### config.mk
export PLATFORM = sky130hd
export DESIGN_NAME = uart_rxr
export DESIGN_NICKNAME = d
export VERILOG_FILES = /design/src/rtl/uart_rxr.sv
export SDC_FILE = /design/constraint.sdc
export NUM_CORES = 1
export LEC_CHECK = 0
export CAP_MARGIN = 20
export CORE_ASPECT_RATIO = 0.7
export CORE_UTILIZATION = 42
export DETAILED_ROUTE_END_ITERATION = 12
export SYNTH_ARGS = -nofsm -noshare
export SYNTH_HDL_FRONTEND = slang
export SYNTH_SLANG_ARGS = --single-unit
### constraint.sdc
create_clock -name i_clk -period 1.73 [get_ports i_clk]
set_input_delay 0.4325 -clock i_clk [delete_from_list [all_inputs] [get_ports i_clk]]
set_output_delay 0.4325 -clock i_clk [all_outputs]
set_load 0.03 [all_outputs]
### src/rtl/uart_rxr.sv
// 8N1 UART receiver: double-flop synchronizer, mid-bit sampling, start/stop validation.
// Emits each good byte with a one-cycle valid strobe, or a one-cycle frame-error strobe.
module uart_rxr #(
  parameter int CLKS_PER_BIT = 434
) (
  input  logic       i_clk,
  input  logic       i_rst,
  input  logic       i_dataline,
  output logic [7:0] o_byte,
  output logic       o_data_valid,
  output logic       o_frame_err,
  output logic       o_busy
);

  localparam int CW = $clog2(CLKS_PER_BIT);
  localparam logic [CW-1:0] HALF = CW'((CLKS_PER_BIT - 1) / 2);
  localparam logic [CW-1:0] LAST = CW'(CLKS_PER_BIT - 1);

  typedef enum logic [2:0] {
    IDLE        = 3'd0,
    START_CHECK = 3'd1,
    DATA        = 3'd2,
    STOP        = 3'd3,
    CLEANUP     = 3'd4,
    WAIT_IDLE   = 3'd5
  } state_t;

  state_t          state, state_next;
  logic            sync1, rx_s;
  logic [CW-1:0]   clk_ctr, clk_ctr_next;
  logic [2:0]      bit_ctr, bit_ctr_next;
  logic [7:0]      shift_reg, shift_next;
  logic [7:0]      byte_next;
  logic            valid_next, err_next;

  // Synchronizer flops reset high so a reset never looks like a start edge.
  always_ff @(posedge i_clk or posedge i_rst) begin
    if (i_rst) begin
      sync1 <= 1'b1;
      rx_s  <= 1'b1;
    end else begin
      sync1 <= i_dataline;
      rx_s  <= sync1;
    end
  end

  always_ff @(posedge i_clk or posedge i_rst) begin
    if (i_rst) begin
      state        <= IDLE;
      clk_ctr      <= '0;
      bit_ctr      <= '0;
      shift_reg    <= '0;
      o_byte       <= '0;
      o_data_valid <= 1'b0;
      o_frame_err  <= 1'b0;
    end else begin
      state        <= state_next;
      clk_ctr      <= clk_ctr_next;
      bit_ctr      <= bit_ctr_next;
      shift_reg    <= shift_next;
      o_byte       <= byte_next;
      o_data_valid <= valid_next;
      o_frame_err  <= err_next;
    end
  end

  always_comb begin
    state_next   = state;
    clk_ctr_next = clk_ctr;
    bit_ctr_next = bit_ctr;
    shift_next   = shift_reg;
    byte_next    = o_byte;
    valid_next   = o_data_valid;
    err_next     = o_frame_err;
    case (state)
      IDLE: begin
        clk_ctr_next = '0;
        bit_ctr_next = '0;
        if (!rx_s) state_next = START_CHECK;
      end
      START_CHECK: begin
        if (clk_ctr == HALF) begin
          clk_ctr_next = '0;
          // Re-sampling at mid start bit rejects short low glitches.
          state_next   = rx_s ? IDLE : DATA;
        end else begin
          clk_ctr_next = CW'(clk_ctr + 1'b1);
        end
      end
      DATA: begin
        if (clk_ctr == LAST) begin
          clk_ctr_next        = '0;
          shift_next[bit_ctr] = rx_s;
          if (bit_ctr == 3'd7) begin
            bit_ctr_next = '0;
            state_next   = STOP;
          end else begin
            bit_ctr_next = bit_ctr + 3'd1;
          end
        end else begin
          clk_ctr_next = CW'(clk_ctr + 1'b1);
        end
      end
      STOP: begin
        if (clk_ctr == LAST) begin
          clk_ctr_next = '0;
          if (rx_s) begin
            byte_next  = shift_reg;
            valid_next = 1'b1;
            state_next = CLEANUP;
          end else begin
            err_next   = 1'b1;
            state_next = WAIT_IDLE;
          end
        end else begin
          clk_ctr_next = CW'(clk_ctr + 1'b1);
        end
      end
      CLEANUP: begin
        valid_next = 1'b0;
        err_next   = 1'b0;
        state_next = IDLE;
      end
      WAIT_IDLE: begin
        // A held-low line (break) must go high before another start is accepted.
        err_next = 1'b0;
        if (rx_s) state_next = IDLE;
      end
      default: state_next = IDLE;
    endcase
  end

  assign o_busy = (state != IDLE);

endmodule

== Yosys cells after proc, flatten, opt, wreduce, memory -nomap -nowiden ==
Cells that the tools add are included.

* Output and inout port bits: 11
* Logic and storage cells: 68
* Register bits after elaboration: 35
* Bits of input ports: 3

* Add/subtract/negate cells: 2
* Equal/unequal tests: 16
* Muxes and demuxes: 24
* Reductions and logical operators: 15
* Order comparisons: 2

{| class="wikitable"
|+ Operators by type and width
! operator !! count
|-
| $pmux W9 S3 || 1
|-
| $mux W3 || 8
|-
| $mux W9 || 2
|-
| $ne A2 B2 Y1 const B || 8
|-
| $pmux W3 S5 || 1
|-
| $add A9 B1 Y9 const B || 1
|-
| $eq A3 B3 Y1 const B || 3
|-
| $eq A9 B8 Y1 const B || 1
|-
| $eq A9 B9 Y1 const B || 1
|-
| $reduce_and A3 Y1 || 3
|-
| $bwmux W8 || 1
|-
| $eq A3 B2 Y1 const B || 2
|-
| $mux W1 || 6
|-
| $pmux W3 S2 || 1
|-
| $reduce_and A6 Y1 || 1
|-
| $reduce_bool A2 Y1 || 3
|-
| $reduce_bool A3 Y1 || 2
|-
| $lt A3 B4 Y1 const B || 1
|-
| $pmux W1 S2 || 2
|-
| $reduce_and A2 Y1 || 2
|-
| $reduce_or A2 Y1 || 2
|-
| $add A3 B1 Y3 const B || 1
|-
| $demux W1 S3 || 1
|-
| $eq A3 B1 Y1 const B || 1
|-
| 4 further kinds || 4
|}

== Longest topological paths before layout ==
Gate-level depths: netlist (run 1).

* Word-level depth: 5
* Mapped depth: 7

== Least setup slack after synthesis (run 1) ==
No wires, ideal clock.

* Path type: flip-flop to flip-flop
* Start point: reg clk_ctr[1]
* End point: reg shift_reg[4]
* Required time: 1.605 ns
* Stages on the path, launching flop included: 7
* Clock period less this slack: 1.887 ns
* Data arrival time: 1.762 ns
* Path slack: -0.157 ns
* Cells stage by stage: dfrtp_1 -> inv_1 -> ha_1 -> and4bb_4 -> nand4_2 -> nor4b_1 -> mux2_2

* Longest elaborated chain between the ends: 2

{| class="wikitable"
|+ RTL lines
! what !! RTL line !! source
|-
| start, declared || 30 || <nowiki>logic [CW-1:0] clk_ctr, clk_ctr_next;</nowiki>
|-
| start signal, assigned || 58 || <nowiki>clk_ctr <= clk_ctr_next;</nowiki>
|-
| $eq A9 B9 Y1 || 91 || <nowiki>if (clk_ctr == LAST) begin</nowiki>
|-
| $reduce_and A2 Y1 (no line) || n/a ||
|-
| end signal, assigned || 60 || <nowiki>shift_reg <= shift_next;</nowiki>
|-
| end, declared || 32 || <nowiki>logic [7:0] shift_reg, shift_next;</nowiki>
|}

Every way passes these cells.
A chain may end at the register's enable or synchronous reset.

== Worst setup path in the final report (run 1) ==
* Start point: reg clk_ctr[1]
* End point: reg shift_reg[1]

Same word-level chain as after synthesis.

==> results of run 1 <==
power groups by stage:
| stage | logic [mW] | clock network (mW) | registers [mW] |
|---|---|---|---|
| 5_1_grt | 0.0393 | 0.658 | 0.823 |
| 4_1_cts | 0.0358 | 0.614 | 0.823 |
| 2_1_floorplan | 0.0169 | 0 | 0.839 |
| 6_report | 0.0342 | 0.603 | 0.823 |
| 3_3_place_gp | 0.0346 | 0 | 0.838 |
| 3_5_place_dp | 0.0357 | 0 | 0.838 |
through the flow:
step                      setup TNS (ns)  instance area (µm²)  hold slack (ns)  setup slack, ns  instances
final                             -0.348                 2390            0.359          -0.0583        253
after global routing               -1.33                 2390            0.369           -0.121        253
after CTS                         -0.363                 2340            0.358          -0.0562        253
after detailed placement          -0.913                 2160            0.348           -0.153        242
after global placement            -0.254                 2160            0.346          -0.0353        242
after floorplan                   -0.657                 1790            0.345          -0.0722        160
kinds of logic after synthesis:
group,Yosys count
DFF,35
xor gates and xnor gates,3
and+or+nand+nor,61
adders and majority gates,5
AOI/OAI and AO/OA,23
buffers and inverters,16
muxes,17
what timing repair did:
item	4_1_cts	5_1_grt
buffers inserted	3	0
endpoints found under the setup margin	25	22
gates resized for setup	32	12
pin swaps	2	2
critical path, stage by stage, from the launching register on:
cell	delay [ns]
dfrtp_1	0.39
inv_2	0.08
ha_4	0.12
and4bb_4	0.30
nand4_4	0.17
nor4b_4	0.26
mux2_2	0.36
worst min-delay path by stage:
stage	cells past startpoint	end	slack, ns
2_1_floorplan	0	rx_s	0.35
3_3_place_gp	0	rx_s	0.35
3_5_place_dp	0	rx_s	0.35
4_1_cts	0	rx_s	0.36
5_1_grt	0	rx_s	0.37
6_report	0	rx_s	0.36
area by class of cell:
cell class | instances | area, µm² | area share
Inverter | 5 | 18.8 | 0.00787
Timing Repair Buffer | 44 | 362 | 0.152
Tap cell | 52 | 65.1 | 0.0273
Clock inverter | 1 | 5.00 | 0.00210
Sequential cell | 35 | 880 | 0.369
Multi-Input combinational cell | 109 | 970 | 0.406
Clock buffer | 7 | 86.3 | 0.0362
per-layer routing:
layer,vias up,track usage,wire [µm]
li1,656,-,-
met5,-,0,0
met1,665,0.324,2130
met3,6,0.0520,144
met4,0,0.0649,54
met2,31,0.295,1780
layout by cell type (no fill, tap or decap), types with 4 or more instances in the layout:
| master | count |
|---|---|
| buf_4 | 29 |
| clkbuf_8 | 6 |
| dfrtp_1 | 32 |
| dlygate4sd2_1 | 10 |
| ha_1 | 4 |
| mux2_2 | 7 |
| mux2_4 | 10 |
| nand2_1 | 17 |
| nand3_1 | 7 |
| nor2_1 | 6 |
==> metrics.md, run 1 <==
| Metric | Value |
|---|---|
| Yosys top cell area share | 0.467 |
| Relative slew slack | 0.656 |
| Synth Warn # | 0 |
| Netlist cell types | 44 |
| Tot Pwr | 1.46 mW |
| Main combinational cell family by area after synthesis | simple AND/OR/NAND/NOR gates |
| Std-Cell Core Area | 3970 µm² |
| Drt pass-1 iters | 4 |
| Most used DFF post-synth | dfrtp_1 |
| Die W | 79.5 µm |
| WP data arrival | 1.95 ns |
| Grt ovf | 0 |
| Lkg Pwr | 1.17 nW |
| Hold Crit Class | reg2reg |
| PortBufs | 13 |
| Worst Setup Slack, final | -0.0583 ns |
| Most frequent cell after synthesis | dfrtp_1 |
| Layout Skew | 0.00764 ns |
| Critical Path End | shift_reg[1] |
| Vias in the first global route | 1402 |
| Worst EP required | 1.90 ns |
| First-pass GRT wire length | 7040 µm |
| Max cap viols | 0 |
| CTS clock-pin slew for the worst setup and hold paths | 0.07 ns |
| Int Pwr | 1.15 mW |
| Clock root buffer master | clkbuf_8 |
| Final-report hold violation count | 0 |
| Sequential fraction of the synthesis area | 0.497 |
| Layout cell share with drive strength beyond 1 | 0.388 |
| DR DRC count | 0 |
| Status | complete, but fails checks |
| Initial antenna violation count | 0 |
| Post-Synthesis Cells | 160 |
| Chip Height | 56.3 µm |
| Ranking of synthesized cells by area | dfrtp_1, mux2_2, nand2_1, ha_1, dfstp_2 |
| Net Sw Frac | 0.209 |
| Io pins | 14 |
| # fillers | 308 |
| Cell accounting for the most synthesized area | dfrtp_1 |
| Top post-synthesis cells by count | dfrtp_1, mux2_2, nand2_1 |
| Initial DRC Count | 156 |
| HP Start | sync1 |
| Placer congestion estimate | 0.833 |
| Startpoint types | flop |
| Crit Reg-Reg Startpoint | clk_ctr[1] |
| Via-to-Cell Ratio | 5.37 |
| Tcrit/Tclk final | 1.03 |
| Tot GR Track Use | 0.213 |
| Final core utilization | 0.601 |
| DP HPWL | 2870 µm |
| Area Overhead vs Synth | 35.0% |
| Final worst path period need | 1.79 ns |
| Reg2reg end | shift_reg[1] |
| Worst Setup End Kind | flop |
| Post-Syn Nets | 168 |
| Worst Reg-to-Reg Cells | 6 |
| Largest net degree at the start of global routing | 36 |
| Avg WL per Cell | 16.2 µm |
| Setup crit start | clk_ctr[1] |
| RSZ-0062 raised after global routing | yes |
| DR vias | 1358 |
| Antenna diode count | 0 |
| CTS tree | done |
| Comb power frac | 0.023 |
| Final setup vio count | 12 |
| Initial core utilization | 0.445 |
| Peak supply drop | 0.000592 V |
| Post-synth EDFFs | 0 |
| Compound-Gate Fraction of Synth Area | 0.0955 |
| Cell Area, Synth | 1770 µm² |
| Clock sink total | 35 |
| Asr flop ratio synth | 1.00 |
| Adder-cell share of the synthesized area | 0.0354 |
| CTS max path bufs | 2 |
| TritonCTS buffer count | 5 |
| Nets | 208 |
| Clk pwr share | 0.413 |
| Max-slew violations | 0 |
| Failing checks | negative setup slack |
| Row cnt | 19 |
| Routed wire length | 4110 µm |
| Synthesized flop and latch total | 35 |
| Worst slew pin tran | 0.516 ns |
| P_sw | 306 µW |
| Syn_area_per_cell | 11.0 µm² |
| Simple-gate share of the synthesized area | 0.211 |
| Post-synthesis mux area share | 0.108 |
| H-Tree Depth | 2 |
| Fmax achieved | 559 MHz |
| Skew-Pair Late Insertion Delay | 0.28 ns |
| Sequential Power Share | 0.564 |
| Largest fanout on the critical path | 5 |
| Worst reg2reg setup slack | -0.06 ns |
| Max FFs per register | 9 |
| Die Area | 4480 µm² |
| Pwr per Cell Area | 612 nW/µm² |
| XOR/XNOR Fraction of Synth Area | 0.0149 |
| Hold_buf cts | 0 |
| Detail Route Antenna Nets | 0 |
| Crit path kind | reg2reg |
Power figures use the tool's default switching activity.
==> run 2: changes to the inputs <==
Settings changed: CTS_BUF_LIST from default to sky130_fd_sc_hd__clkbuf_2.
==> run 2 against run 1 <==
The flow still finishes with violations (negative setup slack); register-to-register slack got worse by 0.02 ns; maximum frequency shrank 1.4%; clock power down 40%; sequential power about the same; design area is 2.7% higher; die area did not move; clock-buffer cell count shrank 1; critical path type unchanged; largest cell class unchanged; largest power group unchanged.
==> metrics.md, run 2 (synthesized netlist as in run 1, its figures left out) <==
| Metric | Value |
|---|---|
| Peak supply drop | 0.000494 V (-17%) |
| Max cap viols | 0 (unchanged) |
| Hold Crit Class | reg2reg |
| Vias in the first global route | 1422 (+1.4%) |
| Worst slew pin tran | 0.506 ns (-0.00994 ns) |
| Detail Route Antenna Nets | 0 (unchanged) |
| Pwr per Cell Area | 499 nW/µm² (-19%) |
| CTS max path bufs | 2 (unchanged) |
| Clock sink total | 35 (unchanged) |
| Failing checks | negative setup slack |
| Max-slew violations | 0 (unchanged) |
| Drt pass-1 iters | 4 (unchanged) |
| Final Cell Area | 2450 µm² (+2.7%) |
| # fillers | 300 (-2.6%) |
| Worst Setup Slack, final | -0.0832 ns (-0.0249 ns) |
| Layout cell share with drive strength beyond 1 | 0.439 (+0.0510) |
| Die Area | 4480 µm² (unchanged) |
| Commonest cells after routing, fill and taps aside | dfrtp_1, buf_4, nand2_1 |
| Pre-CTS WS | -0.153 ns (unchanged) |
| Nets | 212 (+1.9%) |
| Relative slew slack | 0.662 (+0.00663) |
| Commonest non-fill, non-tap cell in the layout | dfrtp_1 |
| Footprint of the multi-input gates | 1040 µm² (+7.0%) |
| WP data arrival | 2.09 ns (+0.14 ns) |
| Initial DRC Count | 136 (-13%) |
| Dpl cells | 242 (unchanged) |
| Routed wire length | 4230 µm (+2.9%) |
| Final-report hold violation count | 0 (unchanged) |
| Antenna diode count | 0 (unchanged) |
| Lkg Pwr | 1.19 nW (+2.1%) |
| Worst Setup End Kind | flop |
| Fmax achieved | 551 MHz (-1.4%) |
| Io pins | 14 (unchanged) |
| Largest fanout on the critical path | 4 (-1) |
| Max FFs per register | 9 (unchanged) |
| Hold_buf cts | 0 (unchanged) |
| Fin cells | 257 (+1.6%) |
| TritonCTS buffer count | 5 (unchanged) |
| Area Overhead vs Synth | 38.6% |
| Startpoint types | flop |
| Row cnt | 19 (unchanged) |
| Grt ovf | 0 (unchanged) |
| Clock root buffer master | clkbuf_2 |
| Initial core utilization | 0.445 (unchanged) |
| Final setup vio count | 15 (+3) |
| Final TNS setup | -0.535 ns (-0.186 ns) |
| Hold_ws | 0.371 ns (+0.0118 ns) |
| Status | complete, but fails checks |
| Crit path kind | reg2reg |
| DR DRC count | 0 (unchanged) |
| Worst EP required | 2.01 ns (+0.11 ns) |
| Placer congestion estimate | 0.833 (unchanged) |
| DP HPWL | 2870 µm (unchanged) |
| Tcrit/Tclk final | 1.05 (+0.0144) |
| Via-to-Cell Ratio | 5.40 (+0.69%) |
| Std-Cell Core Area | 3970 µm² (unchanged) |
| Placed cell area | 2160 µm² (unchanged) |
| H-Tree Depth | 2 (unchanged) |
| CTS tree | done |
| First-pass GRT wire length | 7160 µm (+1.7%) |
| Layout Skew | 0.0197 ns (+0.0120 ns) |
| RSZ-0062 raised after global routing | yes |
| DR vias | 1389 (+2.3%) |
| PortBufs | 13 (unchanged) |
| Final worst path period need | 1.81 ns (+0.0249 ns) |
| CTS clock-pin slew for the worst setup and hold paths | 0.17 ns (+0.10 ns) |
| Chip Height | 56.3 µm (unchanged) |
| Avg WL per Cell | 16.5 µm (+1.3%) |
| Storage cell area | 880 µm² (unchanged) |
| Largest net degree at the start of global routing | 36 (unchanged) |
| Die W | 79.5 µm (unchanged) |
| Initial antenna violation count | 0 (unchanged) |
| Skew-Pair Late Insertion Delay | 0.38 ns (+0.10 ns) |
| Tot GR Track Use | 0.216 (+0.00324) |
run 2: cell count changes in the layout (fill, tap and decap cells not counted), moves of 2 or more:
cell	delta
clkbuf_8	-6
mux2_4	+2
buf_4	+2
a21oi_1	-2
o21ai_0	-2
mux2_2	-2
clkbuf_2	+6
o31ai_1	-2
run 2: worst max-delay path, cell delays in order (launching register included):
cell and delay [ns]:
dfrtp_1 0.42, inv_2 0.08, ha_4 0.12, and4bb_4 0.30
nand4_4 0.16, buf_12 0.18, nor3_4 0.15, mux2_4 0.32
run 2: cell type report:
| type | instances | share of cell area |
|---|---|---|
| Clock buffer | 6 | 0.0123 |
| Clock inverter | 2 | 0.00357 |
| Inverter | 5 | 0.00919 |
| Multi-Input combinational cell | 109 | 0.423 |
| Sequential cell | 35 | 0.359 |
| Tap cell | 52 | 0.0265 |
| Timing Repair Buffer | 48 | 0.166 |
run 2: final timing paths:
kind / start / endpoint / slack (ns) / cells after the start
max: clk_ctr[1] / shift_reg[5] / -0.08 / 7
min in group asynchronous: i_rst / shift_reg[2] / 0.39 / 3
max reg2reg: clk_ctr[1] / shift_reg[5] / -0.08 / 7
max in group asynchronous: i_rst / rx_s / 1.08 / 3
min reg2reg: sync1 / rx_s / 0.37 / 0
min: sync1 / rx_s / 0.37 / 0
run 2: power by group:
group	internal, mW	switching, mW	leakage, nW	total (mW)
sequential	0.823	0.000906	0.466	0.824
combinational	0.0113	0.0234	0.697	0.0347
clock	0.0994	0.264	0.0304	0.363
run 2: repair_timing:
item                       in CTS  in global routing
setup buffers                   5                  2
pin swaps                       5                  8
resized for setup              39                 22
setup endpoints to repair      26                 25
run 2: layer usage:
layer | vias to the layer above | wire, µm | global-route usage
met3 | 7 | 141 | 0.0520
li1 | 666 | - | -
met5 | - | 0 | 0
met1 | 690 | 2170 | 0.331
met4 | 0 | 61 | 0.0727
met2 | 26 | 1850 | 0.295
run 2: through the flow:
step | power [mW] | util
after CTS | 1.24 | 0.593
after global routing | 1.28 | 0.617
after global placement | 0.873 | 0.544
after detailed placement | 0.874 | 0.544
after floorplan | 0.855 | -
final | 1.22 | 0.617
==> run 3: changes to the inputs <==
Settings changed: ABC_CLOCK_PERIOD_IN_PS from default to 1730, CORE_MARGIN from default to 2, SKIP_LAST_GASP from default to 1.
==> run 3 against run 2 <==
The run still ends with negative setup slack left; register-to-register slack worse by 0.11 ns; clock skew up 0.0064 ns; clock-buffer cell count fell by 1; global-route usage shrank 1.9 points; combinational power is 2% higher; worst setup slack lost 0.11 ns; non-clock buffer count shrank 1; sequential share of layout area fell by 0.32 points; critical path type unchanged; largest cell class unchanged.
==> metrics.md, run 3 (synthesized netlist as in run 1, its figures left out) <==
| Metric | Value |
|---|---|
| GRT met3 Usage | 0.0436 (-0.00842) |
| Max-slew violations | 0 (unchanged) |
| Final TNS setup | -2.10 ns (-1.57 ns) |
| First-pass GRT wire length | 7010 µm (-2.0%) |
| Worst reg2reg setup slack | -0.20 ns (-0.11 ns) |
| Io pins | 14 (unchanged) |
| Skew-Pair Late Insertion Delay | 0.40 ns (+0.02 ns) |
| Initial core utilization | 0.445 (unchanged) |
| Placed cell area | 2130 µm² (-1.4%) |
| Final core utilization | 0.622 (+0.00473) |
| Routed wire length | 4470 µm (+5.7%) |
| Row cnt | 19 (unchanged) |
| Setup crit start | clk_ctr[1] |
| Worst Setup End Kind | flop |
| TritonCTS buffer count | 5 (unchanged) |
| Detail Route Antenna Nets | 0 (unchanged) |
| Worst Setup Slack, final | -0.197 ns (-0.113 ns) |
| Std-Cell Core Area | 3970 µm² (unchanged) |
| Max cap viols | 0 (unchanged) |
| Grt peak-use layer | met1 |
| Final Cell Area | 2470 µm² (+0.77%) |
| Layout Skew | 0.0261 ns (+0.00638 ns) |
| Final worst path period need | 1.93 ns (+0.113 ns) |
| Pwr per Cell Area | 568 nW/µm² (+14%) |
| GRT met1 Usage | 0.302 (-0.0287) |
| Tot GR Track Use | 0.197 (-0.0187) |
| Nets | 211 (-0.47%) |
| Startpoint types | flop |
| CTS clock-pin slew for the worst setup and hold paths | 0.21 ns (+0.04 ns) |
| DR vias | 1450 (+4.4%) |
| CTS max path bufs | 2 (unchanged) |
| Commonest non-fill, non-tap cell in the layout | dfrtp_1 |
| Antenna diode count | 0 (unchanged) |
| Tcrit/Tclk final | 1.11 (+0.0655) |
| Die Area | 4750 µm² (+6.2%) |
| Largest net degree at the start of global routing | 36 (unchanged) |
| DR DRC count | 0 (unchanged) |
| Initial DRC Count | 212 (+56%) |
| Max FFs per register | 9 (unchanged) |
| Hold_buf cts | 0 (unchanged) |
| WP data arrival | 2.24 ns (+0.15 ns) |
| Met2 usage | 0.279 (-0.0168) |
| Lkg Pwr | 1.21 nW (+1.1%) |
| PortBufs | 13 (unchanged) |
| Crit Reg-Reg Startpoint | clk_ctr[1] |
| Status | complete, but fails checks |
| CTS tree | done |
| Failing checks | negative setup slack |
| Drt pass-1 iters | 4 (unchanged) |
| Relative slew slack | 0.608 (-0.0545) |
| Crit path kind | reg2reg |
| Die W | 81.5 µm (+2.5%) |
| Avg WL per Cell | 17.5 µm (+6.1%) |
| Hold_ws | 0.350 ns (-0.0208 ns) |
| Chip Height | 58.3 µm (+3.6%) |
| Hold Crit Class | in2async |
| Grt ovf | 0 (unchanged) |
| Worst EP required | 2.05 ns (+0.04 ns) |
| Fmax achieved | 519 MHz (-5.9%) |
| Initial antenna violation count | 0 (unchanged) |
| Area Overhead vs Synth | 39.7% |
| Commonest cells after routing, fill and taps aside | dfrtp_1, buf_4, nand2_1 |
| Worst Reg-to-Reg Cells | 8 (+1) |
| Clock sink total | 35 (unchanged) |
| Layout cell share with drive strength beyond 1 | 0.422 (-0.0175) |
| Clock root buffer master | clkbuf_2 |
| Tot Pwr | 1.40 mW (+15%) |
| Final setup vio count | 25 (+10) |
| Final-report hold violation count | 0 (unchanged) |
| Peak supply drop | 0.000592 V (+20%) |
| Via-to-Cell Ratio | 5.66 (+4.8%) |
| Placer congestion estimate | 0.778 (-6.6%) |
| Largest fanout on the critical path | 4 (unchanged) |
| RSZ-0062 raised after global routing | yes |
| Vias in the first global route | 1389 (-2.3%) |
| DP HPWL | 2690 µm (-6.2%) |
| Worst slew pin tran | 0.588 ns (+0.0817 ns) |
| H-Tree Depth | 2 (unchanged) |
| Reg2reg end | shift_reg[0] |
-- run 3: area by class of cell --
type / count / area (µm²)
Fill cell: 308 / 1500
Multi-Input combinational cell: 109 / 1000
Sequential cell: 35 / 878
Timing Repair Buffer: 47 / 432
Tap cell: 52 / 65.1
Clock inverter: 3 / 43.8
Clock buffer: 5 / 25.0
Inverter: 5 / 22.5
-- run 3: layer usage --
layer / share of wire / up-vias
li1: - / 667
met4: 0.015 / 0
met3: 0.051 / 9
met5: 0 / -
met2: 0.47 / 53
met1: 0.47 / 721
-- run 3: worst max-delay path by stage --
stage | end | slack, ns
2_1_floorplan | o_byte[0] | -0.07
3_3_place_gp | o_byte[1] | -0.05
3_5_place_dp | o_byte[2] | -0.06
4_1_cts | o_busy | -0.19
5_1_grt | shift_reg[4] | -0.26
6_report | shift_reg[0] | -0.20
-- run 3: power breakdown --
part / switching, mW / total [mW] / internal, mW
registers: 0.000906 / 0.824 / 0.823
logic: 0.0242 / 0.0355 / 0.0113
clock network: 0.298 / 0.543 / 0.245
-- run 3: timing repair --
action,in CTS,in global routing
pin swaps,4,8
setup buffers,5,5
setup endpoints to repair,27,32
gates cloned,0,0
resized for setup,33,28
-- run 3: metrics by stage --
step | setup slack, ns | cells
after global placement | -0.0458 | 238
after CTS | -0.185 | 251
after floorplan | -0.0722 | 160
final | -0.197 | 256
after global routing | -0.260 | 256
after detailed placement | -0.0613 | 238
-- run 3: critical path, cell delays in order (launching register included) --
cell and delay [ns]:
dfrtp_1 0.43, inv_2 0.08, ha_4 0.11, and4bb_4 0.29
buf_12 0.12, nand4_4 0.15, buf_12 0.19, nor4_4 0.16
mux2_4 0.32
